`config.mk`:
```
export PLATFORM = sky130hd
export DESIGN_NAME = id_exe_pipe
export DESIGN_NICKNAME = d
export VERILOG_FILES = /design/src/rtl/cpu_pkg.sv /design/src/rtl/fwd_mux4.sv /design/src/rtl/id_exe_pipe.sv
export SDC_FILE = /design/constraint.sdc
export NUM_CORES = 1
export LEC_CHECK = 0
export CELL_PAD_IN_SITES_DETAIL_PLACEMENT = 2
export CELL_PAD_IN_SITES_GLOBAL_PLACEMENT = 2
export CORE_MARGIN = 3
export CORE_UTILIZATION = 24
export CTS_CLUSTER_DIAMETER = 30
export CTS_CLUSTER_SIZE = 12
export DETAILED_ROUTE_END_ITERATION = 10
export GPL_ROUTABILITY_DRIVEN = 0
export PLACE_DENSITY_LB_ADDON = 0.1
export SYNTH_ARGS = -nofsm -noshare
export SYNTH_HDL_FRONTEND = slang
export SYNTH_SLANG_ARGS = --single-unit
```
`constraint.sdc`:
```
create_clock -name clk -period 1.7 [get_ports clk]
set_input_delay 0.425 -clock clk [delete_from_list [all_inputs] [get_ports clk]]
set_output_delay 0.425 -clock clk [all_outputs]
set_load 0.02 [all_outputs]
```
`src/rtl/cpu_pkg.sv`:
```
// Shared pipeline definitions: datapath widths, ALU op codes and forward-select codes.
package cpu_pkg;

  localparam int XLEN = 32;
  localparam int RW   = 5;

  typedef enum logic [2:0] {
    ALU_ADD = 3'b000,
    ALU_AND = 3'b001,
    ALU_OR  = 3'b010,
    ALU_XOR = 3'b011,
    ALU_SRL = 3'b100,
    ALU_SLL = 3'b101,
    ALU_SUB = 3'b110
  } alu_op_e;

  typedef enum logic [1:0] {
    FWD_RF  = 2'b00,
    FWD_EXE = 2'b01,
    FWD_MEM = 2'b10,
    FWD_MO  = 2'b11
  } fwd_sel_e;

endpackage

```
`src/rtl/fwd_mux4.sv`:
```
// Operand forwarding select in ID: register file, EXE result, MEM result or memory load data.
module fwd_mux4
  import cpu_pkg::*;
#(
  parameter int WIDTH = cpu_pkg::XLEN
) (
  input  logic [1:0]       sel,
  input  logic [WIDTH-1:0] rf_val,
  input  logic [WIDTH-1:0] exe_val,
  input  logic [WIDTH-1:0] mem_val,
  input  logic [WIDTH-1:0] mo_val,
  output logic [WIDTH-1:0] y
);

  always_comb begin
    y = rf_val;
    case (sel)
      FWD_RF:  y = rf_val;
      FWD_EXE: y = exe_val;
      FWD_MEM: y = mem_val;
      default: y = mo_val;
    endcase
  end

endmodule

```
`src/rtl/id_exe_pipe.sv`:
```
// ID/EXE pipeline register: forwards operands, latches decoded control and feeds the EXE ALU.
module id_exe_pipe
  import cpu_pkg::*;
#(
  parameter int XLEN = cpu_pkg::XLEN,
  parameter int RW   = cpu_pkg::RW
) (
  input  logic            clk,
  input  logic            rst,
  input  logic            dwreg,
  input  logic            dm2reg,
  input  logic            dwmem,
  input  logic [2:0]      daluc,
  input  logic            daluimm,
  input  logic            dshift,
  input  logic [RW-1:0]   drn,
  input  logic [XLEN-1:0] dimm,
  input  logic [XLEN-1:0] qa,
  input  logic [XLEN-1:0] qb,
  input  logic [1:0]      fwda,
  input  logic [1:0]      fwdb,
  input  logic [XLEN-1:0] exe_res,
  input  logic [XLEN-1:0] mem_res,
  input  logic [XLEN-1:0] mem_mo,
  input  logic            stall,
  input  logic            flush,
  input  logic            hold,
  output logic            ewreg,
  output logic            em2reg,
  output logic            ewmem,
  output logic [RW-1:0]   ern,
  output logic [XLEN-1:0] eb,
  output logic            evalid,
  output logic [XLEN-1:0] alua,
  output logic [XLEN-1:0] alub,
  output logic [2:0]      ealuc
);

  typedef struct packed {
    logic            wreg;
    logic            m2reg;
    logic            wmem;
    logic [2:0]      aluc;
    logic            aluimm;
    logic            shift;
    logic [RW-1:0]   rn;
    logic [XLEN-1:0] a;
    logic [XLEN-1:0] b;
    logic [XLEN-1:0] imm;
    logic            valid;
  } ex_state_t;

  logic [XLEN-1:0] da;
  logic [XLEN-1:0] db;
  ex_state_t       ex_d;
  ex_state_t       ex_q;

  fwd_mux4 #(.WIDTH(XLEN)) u_fwd_a (
    .sel(fwda), .rf_val(qa), .exe_val(exe_res), .mem_val(mem_res), .mo_val(mem_mo), .y(da)
  );

  fwd_mux4 #(.WIDTH(XLEN)) u_fwd_b (
    .sel(fwdb), .rf_val(qb), .exe_val(exe_res), .mem_val(mem_res), .mo_val(mem_mo), .y(db)
  );

  // Flush outranks hold so a squashed instruction can never survive a freeze.
  always_comb begin
    ex_d = ex_q;
    if (flush) begin
      ex_d = '0;
    end else if (hold) begin
      ex_d = ex_q;
    end else if (stall) begin
      ex_d = '0;
    end else begin
      ex_d.wreg   = dwreg;
      ex_d.m2reg  = dm2reg;
      ex_d.wmem   = dwmem;
      ex_d.aluc   = daluc;
      ex_d.aluimm = daluimm;
      ex_d.shift  = dshift;
      ex_d.rn     = drn;
      ex_d.a      = da;
      ex_d.b      = db;
      ex_d.imm    = dimm;
      ex_d.valid  = 1'b1;
    end
  end

  always_ff @(posedge clk) begin
    if (rst) begin
      ex_q <= '0;
    end else begin
      ex_q <= ex_d;
    end
  end

  assign ewreg  = ex_q.wreg;
  assign em2reg = ex_q.m2reg;
  assign ewmem  = ex_q.wmem;
  assign ern    = ex_q.rn;
  assign eb     = ex_q.b;
  assign evalid = ex_q.valid;
  assign ealuc  = ex_q.aluc;

  // Shift instructions take the shift amount from immediate bits [10:6].
  assign alua = ex_q.shift ? {{(XLEN-5){1'b0}}, ex_q.imm[10:6]} : ex_q.a;
  assign alub = ex_q.aluimm ? ex_q.imm : ex_q.b;

endmodule

```
==> flow_summary.json, run 1 <==
{
  "yosysTopAreaCell": "dfxtp_1",
  "yosysMostFrequentCell": "dfxtp_1",
  "fmax_ghz": 0.5276,
  "reg2reg_to": "ex_q[103]$_SDFFE_PP0N_",
  "cp_data_required_time_ns": 1.27,
  "async_reset_ff_share_pct": 0,
  "status": "finished, violations left",
  "setup_viol": 34,
  "path_class": "register to output port",
  "holdPathEnd": "ex_q[102]$_SDFFE_PP0N_",
  "wl_per_cell_um": 23.14,
  "grt_pass1_vias": 6495,
  "synth_top_area_share_pct": 35.31,
  "viasPerCell": 4.857,
  "routed_wl_um": 26450,
  "seqCellArea_um2": 2210,
  "critPathArrivalTime_ns": 1.47,
  "ys_seq_elements": 110,
  "via_count": 5551,
  "power_density_nw_per_um2": 641.5,
  "ir_drop_mv": 0.3875,
  "syn_area_um2": 6236,
  "die_h_um": 167.2,
  "hold_depth": 3,
  "min_from": "hold",
  "power_leakage_nw": 3.959,
  "layout.cells.non_filler": 1143,
  "violations": "negative setup slack",
  "fin_util_pct": 39.58,
  "ys_types": 17,
  "cts.clk_slew.worst_paths_ns": 0.07,
  "drive_above_1_share_pct": 28.80,
  "clk-insertion-delay-late_ns": 0.35,
  "critPathLaunch": "ex_q[103]$_SDFFE_PP0N_",
  "synthCells": 537,
  "skew_ns": 0,
  "cts-root-buf": "clkbuf_16",
  "final-hold-violation-count": 0,
  "ioPinCount": 322,
  "die-area_um2": 27950,
  "firstDrtPassIters": 4,
  "max-slew-margin-rel_pct": 76.54,
  "grt_overflow": 0,
  "synth_edf_count": 0,
  "place_area_um2": 9614,
  "cts_buffers": 9,
  "grt_pass1_wl_um": 39710,
  "dp_cells": 1120,
  "startpoint_type": "register",
  "numPortBuffers": 321,
  "drc": 0,
  "grt_use_total_pct": 18.38,
  "slew_violations": 0,
  "cts_tree": "done",
  "cts_sinks": 110,
  "fin_area_um2": 10020,
  "cap_violations": 0,
  "period_needed_ns": 1.895,
  "yosys-top-cells-area": "dfxtp_1, mux4_2, a22o_1",
  "timing.final.crit_share_pct": 111.5,
  "reg2reg_depth": 4,
  "nFillCells": 2670,
  "setup_slack_ns": -0.1952,
  "rsz0062_at_grt": "true",
  "rr_startpoint": "ex_q[103]$_SDFFE_PP0N_",
  "ys_warn_count": 0,
  "dp_hpwl_um": 19880,
  "die_x_um": 167.2,
  "ys_seq_area_share_pct": 35.31,
  "multi_input_area_um2": 3571,
  "antenna_found_initial": 5,
  "htreeDepth": 3,
  "ant_nets": 0,
  "r2r_slack_ns": 0.75,
  "crit_path_end_kind": "output port",
  "syn_area_per_cell_um2": 11.61,
  "whs_ns": 0.4324,
  "core_area_um2": 25330,
  "worstPathMaxFanout": 5,
  "num_rows": 58,
  "fin_nets": 1019,
  "tightest_slew_ns": 0.3520,
  "synth-main-ff-cell": "dfxtp_1",
  "syn_to_final_growth_pct": 60.75,
  "grt_max_degree": 65,
  "synth_common_cells": "dfxtp_1, a22o_1, mux4_2",
  "hold_class": "input port to register",
  "initial_core_util_pct": 24.62,
  "syn_nets": 751,
  "dr.first_iter.drc_count": 162,
  "cts_buffer_depth": 2
}
placed cells by master (no fill, tap or decap), drive strengths merged:
cell           count
clkdlybuf4s50    207
dfxtp            110
buf               99
mux4              64
a22o              64
nand2             46
a21oi             46
or3b              45
dlygate4sd2       44
mux2              37
nor2b             27
clkbuf            10
diode              4
or2                2
clkinv             2
bufinv             2
nor4               1
nor3b              1
inv                1
clkinvlp           1
routing by layer:
metal	vias up	track usage [%]	part of all wire [%]
met5	-	0	0.042
met4	2	6.083	1.8
met3	23	4.415	5.7
met2	185	32.93	51
met1	2801	21.64	41
li1	2540	-	-
repair_timing:
item                       CTS  global route
gates resized for setup    364            70
pin swaps                    0             0
gates cloned                 1             1
setup endpoints to repair  108            59
hold buffers                 0             0
setup buffers                3             0
state kept, by name (all words and copies together) (netlist names):
signal	flops
ealuc	3
eb	32
em2reg	1
ern	5
evalid	1
ewmem	1
ewreg	1
ex_q	66
worst max path at each step:
| stage | end | cells after the start |
|---|---|---|
| 6_report | alub[4] | 4 |
| 5_1_grt | alub[31] | 4 |
| 4_1_cts | alub[10] | 4 |
| 3_5_place_dp | alub[15] | 3 |
| 3_3_place_gp | alub[6] | 3 |
| 2_1_floorplan | eb[10]$_SDFFE_PP0N_ | 4 |
stage by stage:
stage	power (mW)	setup slack, ns	setup TNS, ns
3_5_place_dp	4.198	-0.2348	-21.62
3_3_place_gp	4.159	-0.1790	-17.96
2_1_floorplan	3.386	0.1436	0
6_report	6.431	-0.1952	-4.659
4_1_cts	6.538	-0.2589	-7.079
5_1_grt	6.735	-0.2506	-6.375
layout make-up:
type                       instances  area share, %
timing repair buffer             351          35.01
sequential                       110          22.04
clock inverter                     6         0.8612
multi-input combinational        333          35.62
tap                              330          4.119
clock buffer                       9          2.247
antenna                            4        0.09985
power by group:
| part | switching, mW | internal (mW) | leakage [nW] | total [mW] |
|---|---|---|---|---|
| combinational | 0.538 | 0.911 | 2.91 | 1.45 |
| clock | 1.02 | 1.29 | 0.152 | 2.31 |
| sequential | 0.0449 | 2.63 | 0.893 | 2.68 |
| total | 1.60 | 4.83 | 3.96 | 6.43 |
cell families (layout without fill, tap and decap cells):
kind of cell / Yosys count / in the layout / share of synthesized area (%)
buffers and inverters: 94 / 366 / 9.751
DFF: 110 / 110 / 35.31
AOI/OAI and AO/OA: 110 / 110 / 12.68
and+or+nand+nor: 122 / 122 / 12.46
muxes: 101 / 101 / 29.80
other: 0 / 4 / 0
worst max-delay path, cell delays in order, from the launching register on:
cell	delay (ns)
dfxtp_4	0.40
buf_6	0.13
clkbuf_16	0.15
mux2_4	0.30
buf_6	0.13
Power figures use the tool's default switching activity.
==> inputs of run 2 (changes only) <==
Settings changed: SYNTH_HIERARCHICAL set to 1.
==> run 2 against run 1 <==
The run still ends with negative setup slack left. Die area rose by 11%. Largest cell class unchanged. Via count increased by 15%. Combinational power increased by 14%. Area after synthesis increased by 11%. Routed wire length is 12% higher. Critical path depth is the same. Cell area is 8.6% higher. Cell count grew 17%. Worst setup slack improved by 0.019 ns. Clock power fell by 13%. Highest routed layer unchanged.
==> flow_summary.json, run 2 <==
{
  "final-hold-violation-count": 0,
  "ant_nets": 0,
  "tightest_slew_ns": 0.4463,
  "yosysTopAreaCell": "dfxtp_1",
  "ioPinCount": 322,
  "fmax_ghz": 0.5331,
  "worstPathMaxFanout": 5,
  "dr.first_iter.drc_count": 295,
  "synthCells": 678,
  "crit_path_end_kind": "output port",
  "numPortBuffers": 321,
  "cpMaxStageDelayCell": "dfxtp_4",
  "seqCellArea_um2": 2210,
  "ys_types": 16,
  "setup_tns_ns": -5.916,
  "grt_overflow": 0,
  "ys_warn_count": 6,
  "die_h_um": 176.2,
  "status": "finished, violations left",
  "ys_seq_elements": 110,
  "cap_violations": 0,
  "final_common_cell": "clkdlybuf4s50_1",
  "max-slew-margin-rel_pct": 70.25,
  "synth-main-ff-cell": "dfxtp_1",
  "slew_violations": 0,
  "synth_common_cells": "a21oi_1, dfxtp_1, nand2_1",
  "syn_to_final_growth_pct": 56.58,
  "top_register": "ex_q",
  "grt_pass1_wl_um": 44660,
  "synth_top_area_share_pct": 31.67,
  "async_reset_ff_share_pct": 0,
  "drc": 0,
  "critPathMaxStageDelay_ns": 0.39,
  "antenna_found_initial": 2,
  "fin_area_um2": 10890,
  "grt_pass1_vias": 7277,
  "grt_use_total_pct": 18.66,
  "yosys-top-cells-area": "dfxtp_1, mux4_2, or3b_1",
  "die_x_um": 176.2,
  "wl_per_cell_um": 22.19,
  "num_rows": 61,
  "fin_nets": 1165,
  "critPathArrivalTime_ns": 1.45,
  "path_class": "register to output port",
  "wl_met3_um": 1736,
  "power_leakage_nw": 4.118,
  "viasPerCell": 4.778,
  "core_area_um2": 28160,
  "place_area_um2": 10360,
  "setup_viol": 46,
  "syn_area_per_cell_um2": 10.26,
  "top_layer": "met5",
  "syn_nets": 892,
  "initial_core_util_pct": 24.69,
  "largest_reg_flops": 66,
  "via_count": 6384,
  "cts-root-buf": "clkbuf_16",
  "drive_above_1_share_pct": 27.62,
  "mostFrequentLayoutCells": "clkdlybuf4s50_1, nand2_1, a21oi_1",
  "violations": "negative setup slack",
  "ys_seq_area_share_pct": 31.67,
  "startpoint_type": "register",
  "cts_tree": "done",
  "htreeDepth": 3,
  "syn_area_um2": 6953,
  "cts_buffer_depth": 2,
  "rsz0062_at_grt": "true",
  "grt_max_degree": 63,
  "route.met2.wl_um": 14790,
  "dp_hpwl_um": 22970,
  "power_density_nw_per_um2": 582.9,
  "cts_buffers": 9,
  "firstDrtPassIters": 4,
  "m1WireLength_um": 12700,
  "nFillCells": 2962,
  "routed_wl_um": 29650,
  "path_cells": "buf_12 > buf_16 > mux2_4 > buf_6",
  "setup_slack_ns": -0.1760,
  "hold_class": "register to register",
  "multi_input_area_um2": 4170,
  "cts.clk_slew.worst_paths_ns": 0.08,
  "synth_edf_count": 0,
  "ir_drop_mv": 0.4285,
  "timing.final.crit_share_pct": 110.4,
  "cts_sinks": 110,
  "clk-insertion-delay-late_ns": 0.34,
  "die-area_um2": 31050,
  "period_needed_ns": 1.876,
  "skew_ns": 0,
  "cp_data_required_time_ns": 1.27
}
## run 2: cell count changes after synthesis, sizes merged
cell | previous run | this run
clkbuf | 30 | 26
a21oi | 46 | 110
nand2 | 46 | 110
nor3b | 1 | 0
or3b | 45 | 109
buf | 64 | 83
nor4 | 1 | 0
a22o | 64 | 0
## run 2: final cells by class
| type | instances | share of cell area [%] |
|---|---|---|
| Antenna cell | 2 | 0.04597 |
| Clock inverter | 6 | 0.4252 |
| Sequential cell | 110 | 20.30 |
| Tap cell | 378 | 4.344 |
| Clock buffer | 10 | 2.103 |
| Multi-Input combinational cell | 459 | 38.31 |
| Timing Repair Buffer | 371 | 34.48 |
## run 2: per-layer routing
| layer | up-vias | global-route usage, % |
|---|---|---|
| li1 | 2979 | - |
| met1 | 3176 | 23.65 |
| met2 | 206 | 32.44 |
| met3 | 21 | 4.151 |
| met4 | 2 | 4.223 |
| met5 | - | 0 |
## run 2: worst paths after layout
path	slack [ns]	from	to	depth (start not counted)
worst max-delay path	-0.18	ex_q[103]$_SDFFE_PP0N_	alub[25]	4
worst max register to register	0.56	ex_q[103]$_SDFFE_PP0N_	ex_q[103]$_SDFFE_PP0N_	5
worst min-delay path	0.46	ex_q[90]$_SDFFE_PP0N_	ex_q[90]$_SDFFE_PP0N_	2
worst min register to register	0.46	ex_q[90]$_SDFFE_PP0N_	ex_q[90]$_SDFFE_PP0N_	2
## run 2: critical path: cells and delay by family (launching register included)
kind     cells  cell delay, ns
buf+inv      3            0.40
flops        1            0.39
mux          1            0.31
## run 2: through the flow
step | power, mW | utilization (%) | instances | hold WS (ns) | worst slack (ns)
2_1_floorplan | 3.520 | - | 678 | 0.4322 | 0.1617
3_3_place_gp | 4.344 | 36.79 | 1309 | 0.4420 | -0.1862
3_5_place_dp | 4.380 | 36.79 | 1309 | 0.4518 | -0.2200
4_1_cts | 6.447 | 37.85 | 1332 | 0.4625 | -0.1996
5_1_grt | 6.673 | 38.65 | 1335 | 0.4888 | -0.2221
6_report | 6.346 | 38.66 | 1336 | 0.4575 | -0.1760
## run 2: what timing repair did
action	in CTS	in global routing
resized for setup	358	56
cloned	2	0
pin swaps	0	0
hold buffers	0	0
setup endpoints to repair	107	59
setup buffers	6	2
## run 2: cell families (layout without fill, tap and decap cells)
kind of cell | Yosys count | after routing | share of synthesized area, %
DFF | 110 | 110 | 31.67
other | 0 | 2 | 0
muxes | 101 | 101 | 26.94
and+or+nand+nor | 248 | 248 | 22.28
buffers and inverters | 109 | 387 | 11.19
AOI/OAI and AO/OA | 110 | 110 | 7.918
## run 2: where the power goes
part | total, mW | internal [mW] | switching, mW
logic | 1.65 | 1.01 | 0.640
clock network | 2.02 | 1.01 | 1.02
registers | 2.68 | 2.63 | 0.0454
total | 6.35 | 4.65 | 1.70
==> inputs of run 3 (changes only) <==
Settings changed: GPL_TIMING_DRIVEN set to 0.
==> run 3 against run 2 <==
The run still ends with negative setup slack left. Clock-buffer cell count unchanged. Sequential power about the same. Worst setup slack worse by 0.039 ns. Combinational power up 5%. Sequential share of layout area down 1.1 points. Total power up 3.0%. Global-route usage up 1.3 points. Critical path depth unchanged. First-iteration DRC count down 26%. Cell count up 5.2%. Routed wire length up 7.8%.
==> flow_summary.json, run 3 (synthesized netlist as in run 2, its figures left out) <==
{
  "fmax_ghz": 0.5223,
  "critPathTopFamily": "buffers and inverters",
  "clk-insertion-delay-late_ns": 0.36,
  "violations": "negative setup slack",
  "crit_end": "alub[22]",
  "cts_buffer_depth": 2,
  "status": "finished, violations left",
  "fin_area_um2": 11500,
  "layout.cells.non_filler": 1405,
  "reg2reg_to": "ex_q[103]$_SDFFE_PP0N_",
  "dp_hpwl_um": 24740,
  "die-area_um2": 31050,
  "die_x_um": 176.2,
  "skew_ns": 0,
  "htreeDepth": 3,
  "cts-root-buf": "clkbuf_16",
  "grt_pass1_vias": 7347,
  "grt_max_degree": 20,
  "cts_tree": "done",
  "period_needed_ns": 1.914,
  "critPathLaunch": "ex_q[103]$_SDFFE_PP0N_",
  "grt.busiest_layer": "met2",
  "initial_core_util_pct": 24.69,
  "cp_data_required_time_ns": 1.27,
  "largest_reg_flops": 66,
  "rsz0062_at_grt": "true",
  "numPortBuffers": 317,
  "power_leakage_nw": 4.437,
  "use_met2_pct": 35.22,
  "power_mw": 6.540,
  "final_common_cell": "clkdlybuf4s50_1",
  "ir_drop_mv": 0.3863,
  "syn_to_final_growth_pct": 65.45,
  "hold_class": "register to register",
  "path_cells": "buf_12 > clkbuf_16 > mux2_4 > buf_6",
  "ant_nets": 0,
  "place_area_um2": 10600,
  "cp.depth": 4,
  "drc": 0,
  "setup_slack_ns": -0.2145,
  "dp_cells": 1373,
  "grt_use_total_pct": 19.93,
  "grt_overflow": 0,
  "dpl_worst_slack_ns": -0.7929,
  "mostFrequentLayoutCells": "clkdlybuf4s50_1, nand2_1, a21oi_1",
  "via_count": 6556,
  "die_h_um": 176.2,
  "cts_buffers": 9,
  "grt_util_met1_pct": 25.07,
  "seqCellArea_um2": 2213,
  "setup_viol": 62,
  "cts_sinks": 110,
  "dr.first_iter.drc_count": 218,
  "firstDrtPassIters": 4,
  "viasPerCell": 4.666,
  "antenna_found_initial": 0,
  "setup_tns_ns": -7.351,
  "critPathArrivalTime_ns": 1.49,
  "critPathMaxStageDelay_ns": 0.41,
  "slew_violations": 0,
  "worstPathMaxFanout": 5,
  "fin_util_pct": 40.85,
  "multi_input_area_um2": 4243,
  "whs_ns": 0.4650,
  "power_density_nw_per_um2": 568.5,
  "cap_violations": 0,
  "reg2reg_depth": 4,
  "final-hold-violation-count": 0,
  "fin_nets": 1236,
  "core_area_um2": 28160,
  "drive_above_1_share_pct": 31.06,
  "diodes": 0,
  "startpoint_type": "register",
  "grtUsageMet3_pct": 4.602,
  "max-slew-margin-rel_pct": 56.67,
  "cts.clk_slew.worst_paths_ns": 0.08,
  "wl_per_cell_um": 22.74,
  "crit_path_end_kind": "output port",
  "rr_startpoint": "ex_q[103]$_SDFFE_PP0N_",
  "grt_pass1_wl_um": 46580,
  "num_rows": 61,
  "routed_wl_um": 31950,
  "cpMaxStageDelayCell": "dfxtp_4",
  "ioPinCount": 322,
  "timing.final.crit_share_pct": 112.6,
  "path_buf_inv": 3,
  "path_class": "register to output port",
  "tightest_slew_ns": 0.6499,
  "r2r_slack_ns": 0.72,
  "hold_depth": 2,
  "top_register": "ex_q",
  "nFillCells": 3029
}
-- run 3: power by group --
group / total, mW / internal, mW / switching, mW
Combinational: 1.74 / 1.05 / 0.687
Sequential: 2.67 / 2.63 / 0.0440
Clock: 2.13 / 1.02 / 1.11
Total: 6.54 / 4.70 / 1.84
-- run 3: cell type report --
type	instances	share of cell area (%)
plain buffers	108	7.820
clock buffers	10	1.990
clock inverters	6	0.4459
multi-input cells	459	36.88
flip-flops and latches	110	19.24
well taps	378	4.111
repair buffers	334	29.51
-- run 3: worst reg2reg max path, cell delays in order, from the launching register on --
cell and delay (ns):
dfxtp_4 0.41, buf_12 0.13, clkbuf_16 0.14, nand2_1 0.05, a21oi_1 0.16
-- run 3: repair_timing --
action | 4_1_cts | 5_1_grt
gates resized for setup | 471 | 100
setup endpoints to repair | 180 | 104
setup buffers | 9 | 4
gates cloned | 2 | 4
hold buffers | 0 | 0
-- run 3: worst min-delay path by stage --
stage / start / endpoint
after floorplan: ern[2]$_SDFFE_PP0N_ / ern[2]$_SDFFE_PP0N_
after global placement: ern[2]$_SDFFE_PP0N_ / ern[2]$_SDFFE_PP0N_
after detailed placement: ex_q[90]$_SDFFE_PP0N_ / ex_q[90]$_SDFFE_PP0N_
after CTS: ex_q[90]$_SDFFE_PP0N_ / ex_q[90]$_SDFFE_PP0N_
after global routing: hold / ern[2]$_SDFFE_PP0N_
final: ex_q[90]$_SDFFE_PP0N_ / ex_q[90]$_SDFFE_PP0N_
-- run 3: metal layers --
layer | up-vias | wire length [um]
li1 | 3112 | -
met1 | 3242 | 13600
met2 | 191 | 16270
met3 | 11 | 1878
met4 | 0 | 209
met5 | - | 0
